[src/rtl/msdf_mult_arbiter_if.sv]
// ----------------------------------------------------------------------------
// msdf_mult_arbiter_if
//   Digit-serial bus between the requester arbiter and a shared on-the-fly
//   (MSD-first) multiplier.
//
//   Write channel (arbiter -> multiplier):
//     wen      write enable
//     wdata_x  X operand digit
//     wdata_y  Y operand digit
//     wvalid   digit valid
//     wlast    last digit of the job
//     wready   multiplier ready (multiplier -> arbiter)
//   Read channel (multiplier -> arbiter, no backpressure):
//     rdata    result digit
//     rvalid   result digit valid
//     rlast    last result digit of the job
//
//   master: arbiter side.  slave: multiplier side.
// ----------------------------------------------------------------------------
interface msdf_mult_arbiter_if #(
    parameter int DATA_WIDTH = 2
);
    logic                  wen;
    logic [DATA_WIDTH-1:0] wdata_x;
    logic [DATA_WIDTH-1:0] wdata_y;
    logic                  wvalid;
    logic                  wlast;
    logic                  wready;
    logic [DATA_WIDTH-1:0] rdata;
    logic                  rvalid;
    logic                  rlast;

    modport master (
        output wen, wdata_x, wdata_y, wvalid, wlast,
        input  wready, rdata, rvalid, rlast
    );

    modport slave (
        input  wen, wdata_x, wdata_y, wvalid, wlast,
        output wready, rdata, rvalid, rlast
    );
endinterface

[src/rtl/msdf_mult_arbiter.sv]
// ----------------------------------------------------------------------------
// msdf_mult_arbiter
//   Round-robin scheduler that shares one on-the-fly multiplier between
//   NUM_REQ processing elements. One job runs at a time: the granted
//   requester's X/Y digit vectors are latched, streamed MSD-first on the
//   write channel, and result digits coming back on the read channel are
//   forwarded one cycle later tagged with the owner's id.
//
//   Ports:
//     i_clk, i_rstn   clock, asynchronous active-low reset
//     i_req           per-requester job request (level)
//     i_req_x/y       packed operands; requester r at slice r,
//                     digit j at [j*DATA_WIDTH +: DATA_WIDTH] inside a slice
//     i_prec          digits per job, sampled at grant
//                     (0 or > ACCURATE_MAX selects ACCURATE_MAX)
//     o_gnt           one-hot single-cycle grant pulse
//     o_busy          job in flight
//     mbus            multiplier bus (master side)
//     o_res_*         result digit / valid / last / owner id
// ----------------------------------------------------------------------------
module msdf_mult_arbiter #(
    parameter int NUM_REQ      = 4,
    parameter int ID_W         = 2,
    parameter int DATA_WIDTH   = 2,
    parameter int ACCURATE_MAX = 16,
    parameter int PREC_W       = 5
) (
    input  logic                                       i_clk,
    input  logic                                       i_rstn,
    input  logic [NUM_REQ-1:0]                         i_req,
    input  logic [NUM_REQ*ACCURATE_MAX*DATA_WIDTH-1:0] i_req_x,
    input  logic [NUM_REQ*ACCURATE_MAX*DATA_WIDTH-1:0] i_req_y,
    input  logic [PREC_W-1:0]                          i_prec,
    output logic [NUM_REQ-1:0]                         o_gnt,
    output logic                                       o_busy,
    msdf_mult_arbiter_if.master                        mbus,
    output logic [DATA_WIDTH-1:0]                      o_res_data,
    output logic                                       o_res_valid,
    output logic                                       o_res_last,
    output logic [ID_W-1:0]                            o_res_id
);

    localparam int                SLICE_W  = ACCURATE_MAX * DATA_WIDTH;
    localparam int                SEL_W    = (ACCURATE_MAX > 1) ? $clog2(ACCURATE_MAX) : 1;
    localparam logic [PREC_W-1:0] PREC_MAX = PREC_W'(ACCURATE_MAX);

    typedef enum logic [1:0] {
        ST_IDLE,
        ST_SEND,
        ST_DRAIN
    } state_e;

    typedef logic [ACCURATE_MAX-1:0][DATA_WIDTH-1:0] digits_t;

    // ------------------------------------------------------------------
    // State
    // ------------------------------------------------------------------
    state_e                 state_q,     state_d;
    logic [ID_W-1:0]        ptr_q,       ptr_d;
    logic [ID_W-1:0]        id_q,        id_d;
    logic [PREC_W-1:0]      prec_q,      prec_d;
    logic [PREC_W-1:0]      k_q,         k_d;
    digits_t                x_q,         x_d;
    digits_t                y_q,         y_d;
    logic                   wr_done_q,   wr_done_d;
    logic                   rd_done_q,   rd_done_d;
    logic [NUM_REQ-1:0]     gnt_q,       gnt_d;
    logic                   busy_q,      busy_d;
    logic                   wvalid_q,    wvalid_d;
    logic                   wlast_q,     wlast_d;
    logic [DATA_WIDTH-1:0]  wdata_x_q,   wdata_x_d;
    logic [DATA_WIDTH-1:0]  wdata_y_q,   wdata_y_d;
    logic [DATA_WIDTH-1:0]  res_data_q,  res_data_d;
    logic                   res_valid_q, res_valid_d;
    logic                   res_last_q,  res_last_d;
    logic [ID_W-1:0]        res_id_q,    res_id_d;

    logic                   pick_found;
    logic [ID_W-1:0]        pick_id;
    logic [ID_W-1:0]        cand;
    logic [PREC_W-1:0]      k_inc;

    // Beat k carries digit ACCURATE_MAX-1-k (most significant first).
    function automatic logic [SEL_W-1:0] digit_sel(input logic [PREC_W-1:0] k);
        return SEL_W'(ACCURATE_MAX - 1) - SEL_W'(k);
    endfunction

    assign k_inc = k_q + PREC_W'(1);

    // ------------------------------------------------------------------
    // Round-robin pick: first set request starting at ptr_q, wrapping.
    // ------------------------------------------------------------------
    always_comb begin
        pick_found = 1'b0;
        pick_id    = '0;
        cand       = '0;
        for (int unsigned i = 0; i < NUM_REQ; i++) begin
            cand = ID_W'((32'(ptr_q) + i) % NUM_REQ);
            if (!pick_found && i_req[cand]) begin
                pick_found = 1'b1;
                pick_id    = cand;
            end
        end
    end

    // ------------------------------------------------------------------
    // Next-state logic
    // ------------------------------------------------------------------
    always_comb begin
        state_d     = state_q;
        ptr_d       = ptr_q;
        id_d        = id_q;
        prec_d      = prec_q;
        k_d         = k_q;
        x_d         = x_q;
        y_d         = y_q;
        wr_done_d   = wr_done_q;
        rd_done_d   = rd_done_q;
        wvalid_d    = wvalid_q;
        wlast_d     = wlast_q;
        wdata_x_d   = wdata_x_q;
        wdata_y_d   = wdata_y_q;
        gnt_d       = '0;
        res_data_d  = '0;
        res_valid_d = 1'b0;
        res_last_d  = 1'b0;
        res_id_d    = '0;

        unique case (state_q)
            ST_IDLE: begin
                if (pick_found) begin
                    gnt_d[pick_id] = 1'b1;
                    for (int unsigned r = 0; r < NUM_REQ; r++) begin
                        if (pick_id == ID_W'(r)) begin
                            x_d = i_req_x[r*SLICE_W +: SLICE_W];
                            y_d = i_req_y[r*SLICE_W +: SLICE_W];
                        end
                    end
                    prec_d    = (i_prec == '0 || i_prec > PREC_MAX) ? PREC_MAX : i_prec;
                    id_d      = pick_id;
                    ptr_d     = (pick_id == ID_W'(NUM_REQ - 1)) ? '0 : pick_id + ID_W'(1);
                    k_d       = '0;
                    wr_done_d = 1'b0;
                    rd_done_d = 1'b0;
                    state_d   = ST_SEND;
                end
            end

            ST_SEND, ST_DRAIN: begin
                // Result digits are forwarded whenever a job owns the bus,
                // even before the write stream has finished (online delay).
                if (mbus.rvalid) begin
                    res_valid_d = 1'b1;
                    res_data_d  = mbus.rdata;
                    res_last_d  = mbus.rlast;
                    res_id_d    = id_q;
                    if (mbus.rlast) begin
                        rd_done_d = 1'b1;
                    end
                end

                if (state_q == ST_SEND && !wr_done_q) begin
                    if (!wvalid_q) begin
                        // Grant cycle: present beat 0 on the following cycle.
                        wvalid_d  = 1'b1;
                        wdata_x_d = x_q[digit_sel(k_q)];
                        wdata_y_d = y_q[digit_sel(k_q)];
                        wlast_d   = (k_q == prec_q - PREC_W'(1));
                    end else if (mbus.wready) begin
                        if (wlast_q) begin
                            wvalid_d  = 1'b0;
                            wlast_d   = 1'b0;
                            wdata_x_d = '0;
                            wdata_y_d = '0;
                            wr_done_d = 1'b1;
                        end else begin
                            k_d       = k_inc;
                            wdata_x_d = x_q[digit_sel(k_inc)];
                            wdata_y_d = y_q[digit_sel(k_inc)];
                            wlast_d   = (k_inc == prec_q - PREC_W'(1));
                        end
                    end
                end

                // Leave as soon as both directions are complete; the flags
                // are evaluated on their next values so an rlast that lands
                // with the final write handshake skips DRAIN.
                if (wr_done_d && rd_done_d) begin
                    state_d   = ST_IDLE;
                    wr_done_d = 1'b0;
                    rd_done_d = 1'b0;
                end else if (wr_done_d) begin
                    state_d = ST_DRAIN;
                end
            end

            default: begin
                state_d = ST_IDLE;
            end
        endcase

        busy_d = (state_d != ST_IDLE);
    end

    // ------------------------------------------------------------------
    // Registers
    // ------------------------------------------------------------------
    always_ff @(posedge i_clk or negedge i_rstn) begin
        if (!i_rstn) begin
            state_q     <= ST_IDLE;
            ptr_q       <= '0;
            id_q        <= '0;
            prec_q      <= '0;
            k_q         <= '0;
            x_q         <= '0;
            y_q         <= '0;
            wr_done_q   <= 1'b0;
            rd_done_q   <= 1'b0;
            gnt_q       <= '0;
            busy_q      <= 1'b0;
            wvalid_q    <= 1'b0;
            wlast_q     <= 1'b0;
            wdata_x_q   <= '0;
            wdata_y_q   <= '0;
            res_data_q  <= '0;
            res_valid_q <= 1'b0;
            res_last_q  <= 1'b0;
            res_id_q    <= '0;
        end else begin
            state_q     <= state_d;
            ptr_q       <= ptr_d;
            id_q        <= id_d;
            prec_q      <= prec_d;
            k_q         <= k_d;
            x_q         <= x_d;
            y_q         <= y_d;
            wr_done_q   <= wr_done_d;
            rd_done_q   <= rd_done_d;
            gnt_q       <= gnt_d;
            busy_q      <= busy_d;
            wvalid_q    <= wvalid_d;
            wlast_q     <= wlast_d;
            wdata_x_q   <= wdata_x_d;
            wdata_y_q   <= wdata_y_d;
            res_data_q  <= res_data_d;
            res_valid_q <= res_valid_d;
            res_last_q  <= res_last_d;
            res_id_q    <= res_id_d;
        end
    end

    // ------------------------------------------------------------------
    // Outputs
    // ------------------------------------------------------------------
    assign o_gnt        = gnt_q;
    assign o_busy       = busy_q;
    assign mbus.wen     = wvalid_q;
    assign mbus.wvalid  = wvalid_q;
    assign mbus.wlast   = wlast_q;
    assign mbus.wdata_x = wdata_x_q;
    assign mbus.wdata_y = wdata_y_q;
    assign o_res_data   = res_data_q;
    assign o_res_valid  = res_valid_q;
    assign o_res_last   = res_last_q;
    assign o_res_id     = res_id_q;

endmodule

[src/flat_wrapper.sv]
// flat-port wrapper written by rule: the top's interface ports become plain ports
module msdf_mult_arbiter_flat 
#(
    parameter int NUM_REQ      = 4,
    parameter int ID_W         = 2,
    parameter int DATA_WIDTH   = 2,
    parameter int ACCURATE_MAX = 16,
    parameter int PREC_W       = 5
)
  (i_clk, i_rstn, i_req, i_req_x, i_req_y, i_prec, o_gnt, o_busy, o_res_data, o_res_valid, o_res_last, o_res_id, mbus_wen, mbus_wdata_x, mbus_wdata_y, mbus_wvalid, mbus_wlast, mbus_wready, mbus_rdata, mbus_rvalid, mbus_rlast);
  msdf_mult_arbiter_if #(.DATA_WIDTH(DATA_WIDTH)) mbus_i ();
  input  logic i_clk;
  input  logic i_rstn;
  input  logic [NUM_REQ-1:0] i_req;
  input  logic [NUM_REQ*ACCURATE_MAX*DATA_WIDTH-1:0] i_req_x;
  input  logic [NUM_REQ*ACCURATE_MAX*DATA_WIDTH-1:0] i_req_y;
  input  logic [PREC_W-1:0] i_prec;
  output logic [NUM_REQ-1:0] o_gnt;
  output logic o_busy;
  output logic [DATA_WIDTH-1:0] o_res_data;
  output logic o_res_valid;
  output logic o_res_last;
  output logic [ID_W-1:0] o_res_id;
  output wire logic [$bits(mbus_i.wen)-1:0] mbus_wen;
  output wire logic [$bits(mbus_i.wdata_x)-1:0] mbus_wdata_x;
  output wire logic [$bits(mbus_i.wdata_y)-1:0] mbus_wdata_y;
  output wire logic [$bits(mbus_i.wvalid)-1:0] mbus_wvalid;
  output wire logic [$bits(mbus_i.wlast)-1:0] mbus_wlast;
  input wire logic [$bits(mbus_i.wready)-1:0] mbus_wready;
  input wire logic [$bits(mbus_i.rdata)-1:0] mbus_rdata;
  input wire logic [$bits(mbus_i.rvalid)-1:0] mbus_rvalid;
  input wire logic [$bits(mbus_i.rlast)-1:0] mbus_rlast;
  assign mbus_wen = mbus_i.wen;
  assign mbus_wdata_x = mbus_i.wdata_x;
  assign mbus_wdata_y = mbus_i.wdata_y;
  assign mbus_wvalid = mbus_i.wvalid;
  assign mbus_wlast = mbus_i.wlast;
  assign mbus_i.wready = mbus_wready;
  assign mbus_i.rdata = mbus_rdata;
  assign mbus_i.rvalid = mbus_rvalid;
  assign mbus_i.rlast = mbus_rlast;
  msdf_mult_arbiter #(.NUM_REQ(NUM_REQ), .ID_W(ID_W), .DATA_WIDTH(DATA_WIDTH), .ACCURATE_MAX(ACCURATE_MAX), .PREC_W(PREC_W)) u_core (.i_clk(i_clk), .i_rstn(i_rstn), .i_req(i_req), .i_req_x(i_req_x), .i_req_y(i_req_y), .i_prec(i_prec), .o_gnt(o_gnt), .o_busy(o_busy), .mbus(mbus_i), .o_res_data(o_res_data), .o_res_valid(o_res_valid), .o_res_last(o_res_last), .o_res_id(o_res_id));
endmodule
[config.mk]
export PLATFORM = sky130hd
export DESIGN_NAME = msdf_mult_arbiter_flat
export DESIGN_NICKNAME = d
export VERILOG_FILES = /design/src/rtl/msdf_mult_arbiter_if.sv /design/src/rtl/msdf_mult_arbiter.sv /design/src/flat_wrapper.sv
export SDC_FILE = /design/constraint.sdc
export NUM_CORES = 1
export LEC_CHECK = 0
export CAP_MARGIN = 20
export CORE_MARGIN = 2
export CORE_UTILIZATION = 45
export DETAILED_ROUTE_END_ITERATION = 8
export PLACE_DENSITY = 0.83
export SETUP_SLACK_MARGIN = 0.2
export SLEW_MARGIN = 40
export SYNTH_ARGS = -nofsm -noshare
export SYNTH_HDL_FRONTEND = slang
export SYNTH_SLANG_ARGS = --single-unit
[constraint.sdc]
create_clock -name i_clk -period 5.1 [get_ports i_clk]
set_input_delay 1.02 -clock i_clk [delete_from_list [all_inputs] [get_ports i_clk]]
set_output_delay 1.02 -clock i_clk [all_outputs]
set_load 0.02 [all_outputs]
=== Yosys cells after proc, flatten, opt, wreduce, memory -nomap -nowiden ===
Cells that the tools add are included.

* Add/subtract/negate cells: 8
* Eq/ne operators: 13
* Reductions and logical operators: 24
* Muxes and demuxes: 81
* Order comparisons: 9

{| class="wikitable"
|+ Operator list
! operator !! number
|-
| two-way mux 32 bit || 8
|-
| two-way mux 2 bit || 22
|-
| binary-select mux 2 bit (select 4 bit) || 4
|-
| two-way mux 1 bit || 30
|-
| two-way mux 5 bit || 6
|-
| less-than comparator 2 x 3 -> 1 bit, second input constant || 5
|-
| equality test 5 bit || 2
|-
| less-than comparator 4 x 5 -> 1 bit, second input constant || 2
|-
| one-hot mux 5 bit (2 select lines) || 1
|-
| binary-select mux 1 bit (select 2 bit) || 4
|-
| two-way mux 4 bit || 2
|-
| subtractor 4 bit, first input constant || 2
|-
| equality test 2 bit, second input constant || 3
|-
| logical AND 1 bit || 6
|-
| inequality test 2 x 1 -> 1 bit, second input constant || 3
|-
| inequality test 2 bit, second input constant || 3
|-
| AND reduction 2 bit || 3
|-
| AND reduction 3 bit || 2
|-
| AND reduction 6 bit || 1
|-
| adder 5 x 1 -> 5 bit, second input constant || 1
|-
| greater-than comparator 5 bit, second input constant || 1
|-
| logical NOT 5 bit || 1
|-
| subtractor 5 x 1 -> 5 bit, second input constant || 1
|-
| adder 2 x 1 -> 2 bit, second input constant || 2
|-
| 12 further kinds || 20
|}

* Output and inout bits: 18
* Register bits: 99

=== Logic depth before layout (Yosys ltp) ===
* Depth in word-level cells: 18
* Gate-level depth with buffers: 13
* Mapped depth without buffers: 10

=== Worst setup path before layout ===
OpenSTA, ideal clock, no wires.

* Path kind: input port to flip-flop
* Start: input i_req[3]
* End: register u_core.y_q[11] (netlist bit)
* Setup time: 0.133 ns
* Path buffers: 2
* Stages: 9
* Slack: 2.216 ns
* Arrival: 2.751 ns
* Cells stage by stage: nand2b_1 -> nand2_1 -> a221o_1 -> inv_1 -> ha_1 -> buf_2 -> buf_1 -> mux2i_1 -> o21ai_0

* Word-level cells in the longest chain between the ends: 16
* Elaborated cells between the ends (all ways): 31
* Classes of those cells: eq/ne (3); mux (19); reduce/logical (9)

{| class="wikitable"
|+ RTL lines
! what !! line !! RTL
|-
| from (decl) || flat_wrapper.sv:14 || <nowiki>input logic [NUM_REQ-1:0] i_req;</nowiki>
|-
| binary-select mux 1 bit (select 2 bit) || msdf_mult_arbiter.sv:99 || <nowiki>if (!pick_found && i_req[cand]) begin</nowiki>
|-
| two-way mux 1 bit (implied by the code) || msdf_mult_arbiter.sv:99 ||
|-
| two-way mux 1 bit || msdf_mult_arbiter.sv:99 ||
|-
| logical NOT 1 bit || msdf_mult_arbiter.sv:99 ||
|-
| logical AND 1 bit || msdf_mult_arbiter.sv:99 ||
|-
| two-way mux 1 bit || msdf_mult_arbiter.sv:99 ||
|-
| logical NOT 1 bit || msdf_mult_arbiter.sv:99 ||
|-
| logical AND 1 bit || msdf_mult_arbiter.sv:99 ||
|-
| two-way mux 1 bit || msdf_mult_arbiter.sv:99 ||
|-
| logical NOT 1 bit || msdf_mult_arbiter.sv:99 ||
|-
| logical AND 1 bit || msdf_mult_arbiter.sv:99 ||
|-
| two-way mux 2 bit * || msdf_mult_arbiter.sv:99 ||
|-
| named net u_core.pick_id[1] || msdf_mult_arbiter.sv:79 || <nowiki>logic [ID_W-1:0] pick_id;</nowiki>
|-
| equality test 2 x 1 -> 1 bit || msdf_mult_arbiter.sv:134 || <nowiki>if (pick_id == ID_W'(r)) begin</nowiki>
|-
| two-way mux 32 bit (3 in series) || msdf_mult_arbiter.sv:134 ||
|-
| to (signal assigned) || msdf_mult_arbiter.sv:236 || <nowiki>y_q <= y_d;</nowiki>
|-
| to (decl) || msdf_mult_arbiter.sv:64 || <nowiki>digits_t y_q, y_d;</nowiki>
|}

Mark *: on every way through the listed nets, which the timed path passes. The rest lies on a longest branch. The select of a mux whose other input is x is not followed.
A chain may end at the register's enable or synchronous reset.

=== Worst setup path after layout ===
* Start: input i_req[3]
* End: register u_core.x_q[16] (netlist bit)

* Word-level cells in the longest chain between the ends: 16
* Elaborated cells between the ends (all ways): 31
* Classes of those cells: eq/ne (3); mux (19); reduce/logical (9)

{| class="wikitable"
|+ RTL lines
! what !! line !! RTL
|-
| binary-select mux 1 bit (select 2 bit) || msdf_mult_arbiter.sv:99 ||
|-
| two-way mux 1 bit (implied by the code) || msdf_mult_arbiter.sv:99 ||
|-
| two-way mux 1 bit || msdf_mult_arbiter.sv:99 ||
|-
| logical NOT 1 bit || msdf_mult_arbiter.sv:99 ||
|-
| logical AND 1 bit || msdf_mult_arbiter.sv:99 ||
|-
| two-way mux 1 bit || msdf_mult_arbiter.sv:99 ||
|-
| logical NOT 1 bit || msdf_mult_arbiter.sv:99 ||
|-
| logical AND 1 bit || msdf_mult_arbiter.sv:99 ||
|-
| two-way mux 1 bit || msdf_mult_arbiter.sv:99 ||
|-
| logical NOT 1 bit || msdf_mult_arbiter.sv:99 ||
|-
| logical AND 1 bit || msdf_mult_arbiter.sv:99 ||
|-
| two-way mux 2 bit * || msdf_mult_arbiter.sv:99 ||
|-
| named net u_core.pick_id[0] || msdf_mult_arbiter.sv:79 ||
|-
| equality test 2 x 1 -> 1 bit || msdf_mult_arbiter.sv:134 ||
|-
| two-way mux 32 bit (3 in series) || msdf_mult_arbiter.sv:134 ||
|-
| to (signal assigned) || msdf_mult_arbiter.sv:215 || <nowiki>x_q <= '0;</nowiki>
|-
| to (signal assigned) || msdf_mult_arbiter.sv:235 || <nowiki>x_q <= x_d;</nowiki>
|-
| to (decl) || msdf_mult_arbiter.sv:63 || <nowiki>digits_t x_q, x_d;</nowiki>
|}

Marks and branches as above.

==> impl_metrics.yaml <==
hold_path:
  hold_class: "flop to flop"
power_and_ir_drop:
  vdd_drop_max_v: 0.000266
  leakage_nw: 4.21
  p_per_area_mw_per_mm2: 501
timing:
  grt_setup_unrepaired: "no"
  finalSetupViolCount: 0
  fin_crit_sh_pct: 71.6
  fin_crit_ns: 3.65
  finalMaxSlewViolations: 0
  finalSetupTns_ns: 0
  slew_headroom_pct: 46.7
  worst_slew_pin_slew_ns: 0.798
  hold_violations: 0
  fin_worst_skew_ns: 0.00688
  max_freq_mhz: 274
detailed_routing:
  drt_first_pass_iters: 6
  totalWireLength_mm: 20.1
  drc_errors: 0
  num_vias: 6523
  post_drt_via_cell_ratio: 5.33
  drtAntennaViolNets: 0
  drt_iter0_drc: 338
  routedWlPerCell_um: 16.4
critical_path:
  worstPathRequired_ns: 5.28
  cp-start-kind: "primary input"
  cp_max_fo: 38
  end_kind: "flop"
  critical_path_class: "primary input to flop"
  cp.arrival_ns: 3.84
synthesis:
  syn_area_mm2: 0.00708
  synth_cell_types: 51
  synth_fp_nets: 1044
  synth_seq_cells: 99
  ys.flop_type: "dfrtp_1"
  ys_seq_area_share_pct: 35.0
  synth.avg_cell_area_um2: 9.29
  synth_edf_count: 0
  synthArstFlopShare_pct: 100
  syn_inst: 762
  yosys_warnings: 0
grt:
  grt_pass1_wl_mm: 31.2
  grt_overflow: 0
  antenna_found_initial: 0
  grt_pass1_vias: 6490
  grt_max_degree: 140
  grt_usage_pct: 23.4
clock_tree:
  cts_tree: "built"
  clkLatencyLatePin_ns: 0.34
  ctsResizeCount: 0
  clk_path_buf_depth: 2
  cts_hold_buf: 0
  htreeDepth: 3
  cts.sinks: 99
  cts_setup_buffers: 0
  root_buffer: "clkbuf_16"
  cts_made_buffers: 9
  clk_pin_slew_worst_paths_ns: 0.07
outcome:
  outcome: "complete, no violations"
floorplanning:
  dieArea_mm2: 0.0167
  placementRows: 45
  top_level_ports: 290
  design.core.area_mm2: 0.0153
  dieWidth_um: 129
  start_util_pct: 46.4
  fp.dieH_um: 129
final_layout:
  layout_commonest_cell: "clkdlybuf4s50_1"
  drive_above_1_share_pct: 5.43
  n_antenna_cell: 0
  instances_no_fill: 1224
  final_nets: 1291
  mostFrequentLayoutCells: "288 x clkdlybuf4s50_1, 159 x nand2_1, 153 x mux2i_1, 143 x o21ai_0, 98 x dfrtp_1"
  fill_cells: 1227
  syn_to_final_growth_pct: 46.9
placement:
  io_buffers: 289
  gp_congestion: 0.806
  dpl.hpwl_mm: 15.3
  dp.cells: 1209
flow_run:
  cap_violations: 0
[through the flow]
stage	util (%)	hold WS [ns]	total power (W)	cell area [µm²]	setup slack, ns
after floorplan	-	0.439	0.00369	7080	2.22
after global placement	66.1	0.455	0.00447	10100	1.09
after detailed placement	66.2	0.460	0.00457	10100	1.07
after CTS	68.1	0.480	0.00525	10400	1.42
after global routing	68.1	0.506	0.00564	10400	1.22
final	68.1	0.486	0.00521	10400	1.45
[worst paths after layout]
check | cells past startpoint | slack (ns) | from | end
max in group asynchronous | 2 | 3.55 | i_rstn | u_core.x_q[1]
hold / removal | 2 | 0.49 | u_core.id_q[1] | u_core.id_q[1]
min in group asynchronous | 1 | 0.66 | i_rstn | u_core.mbus.wen
hold reg to reg | 2 | 0.49 | u_core.id_q[1] | u_core.id_q[1]
setup reg to reg | 9 | 2.23 | u_core.ptr_q[1] | u_core.x_q[16]
setup / recovery | 11 | 1.45 | i_req[3] | u_core.x_q[16]
[flip-flops by register name (all words and copies together), names as in the netlist]
name	flops
u_core.mbus.wdata_y	2
u_core.mbus.wlast	1
u_core.o_res_last	1
u_core.o_gnt	4
u_core.wr_done_q	1
u_core.mbus.wen	1
u_core.o_busy	1
u_core.o_res_id	2
u_core.rd_done_q	1
u_core.x_q	32
u_core.o_res_valid	1
u_core.mbus.wdata_x	2
u_core.prec_q	5
u_core.state_q	2
u_core.y_q	32
u_core.k_q	5
u_core.id_q	2
u_core.o_res_data	2
u_core.ptr_q	2
[final cells by class]
cell class	count	area, µm²	area share (%)
Multi-Input combinational cell	592	4340	41.8
Timing Repair Buffer	294	2970	28.6
Sequential cell	99	2480	23.8
Tap cell	211	264	2.54
Clock buffer	9	225	2.17
Clock inverter	6	66.3	0.638
Inverter	13	48.8	0.469
[report_power, final]
group	switching, W	internal (W)	leakage, nW
Sequential	0.000309	0.00115	1.24
Clock	0.000295	0.000378	0.134
Combinational	0.00158	0.00150	2.83
Total	0.00218	0.00303	4.21
[metal layers]
| layer | vias to the layer above | track usage (%) | wire length (µm) |
|---|---|---|---|
| met2 | 208 | 43.8 | 10800 |
| li1 | 3230 | - | - |
| met4 | 0 | 6.20 | 364 |
| met1 | 3055 | 27.8 | 7910 |
| met5 | - | 0 | 0 |
| met3 | 30 | 3.96 | 992 |
[cells by family after synthesis]
logic type                 share of synthesized area, %
AOI/OAI and AO/OA                                  14.6
adders and majority gates                          1.77
buffers and inverters                              4.51
and+or+nand+nor                                    12.6
xor gates and xnor gates                           1.87
muxes                                              29.7
DFF                                                35.0
[critical path: stages]
cell             delay, ns
clkdlybuf4s50_1       0.54
nand2b_1              0.14
a21oi_1               0.06
a211oi_1              0.22
and2_1                0.31
ha_4                  0.55
buf_12                0.34
mux2i_1               0.24
o21ai_0               0.09
mux2i_1               0.17
o21ai_0               0.11
[synthesized netlist by cell type, types with 2 or more instances]
library cell / instances / area (µm²)
buf_1: 11 / 41.3
clkbuf_1: 24 / 90.1
xor2_1: 5 / 43.8
mux4_1: 5 / 131
nand2_1: 160 / 601
o211a_1: 4 / 40.0
dfrtp_1: 99 / 2480
a31oi_1: 3 / 18.8
nand3b_1: 3 / 22.5
or2_2: 2 / 12.5
nand3_1: 3 / 15.0
inv_1: 12 / 45.0
buf_4: 3 / 22.5
nor2_1: 7 / 26.3
ha_1: 10 / 125
or4_1: 2 / 15.0
xnor2_1: 7 / 61.3
o21ai_0: 143 / 716
and2_1: 3 / 18.8
nand2b_1: 7 / 43.8
buf_2: 18 / 90.1
a21o_1: 2 / 15.0
a221oi_1: 3 / 26.3
and3_1: 10 / 62.6
mux2i_1: 153 / 1530
a22oi_1: 8 / 60.1
mux4_2: 19 / 428
nor3_1: 4 / 20.0
nor4_1: 3 / 18.8
o221ai_1: 3 / 26.3
nor2b_1: 2 / 12.5
a21oi_1: 5 / 25.0
(Power assumes the default switching activity.)
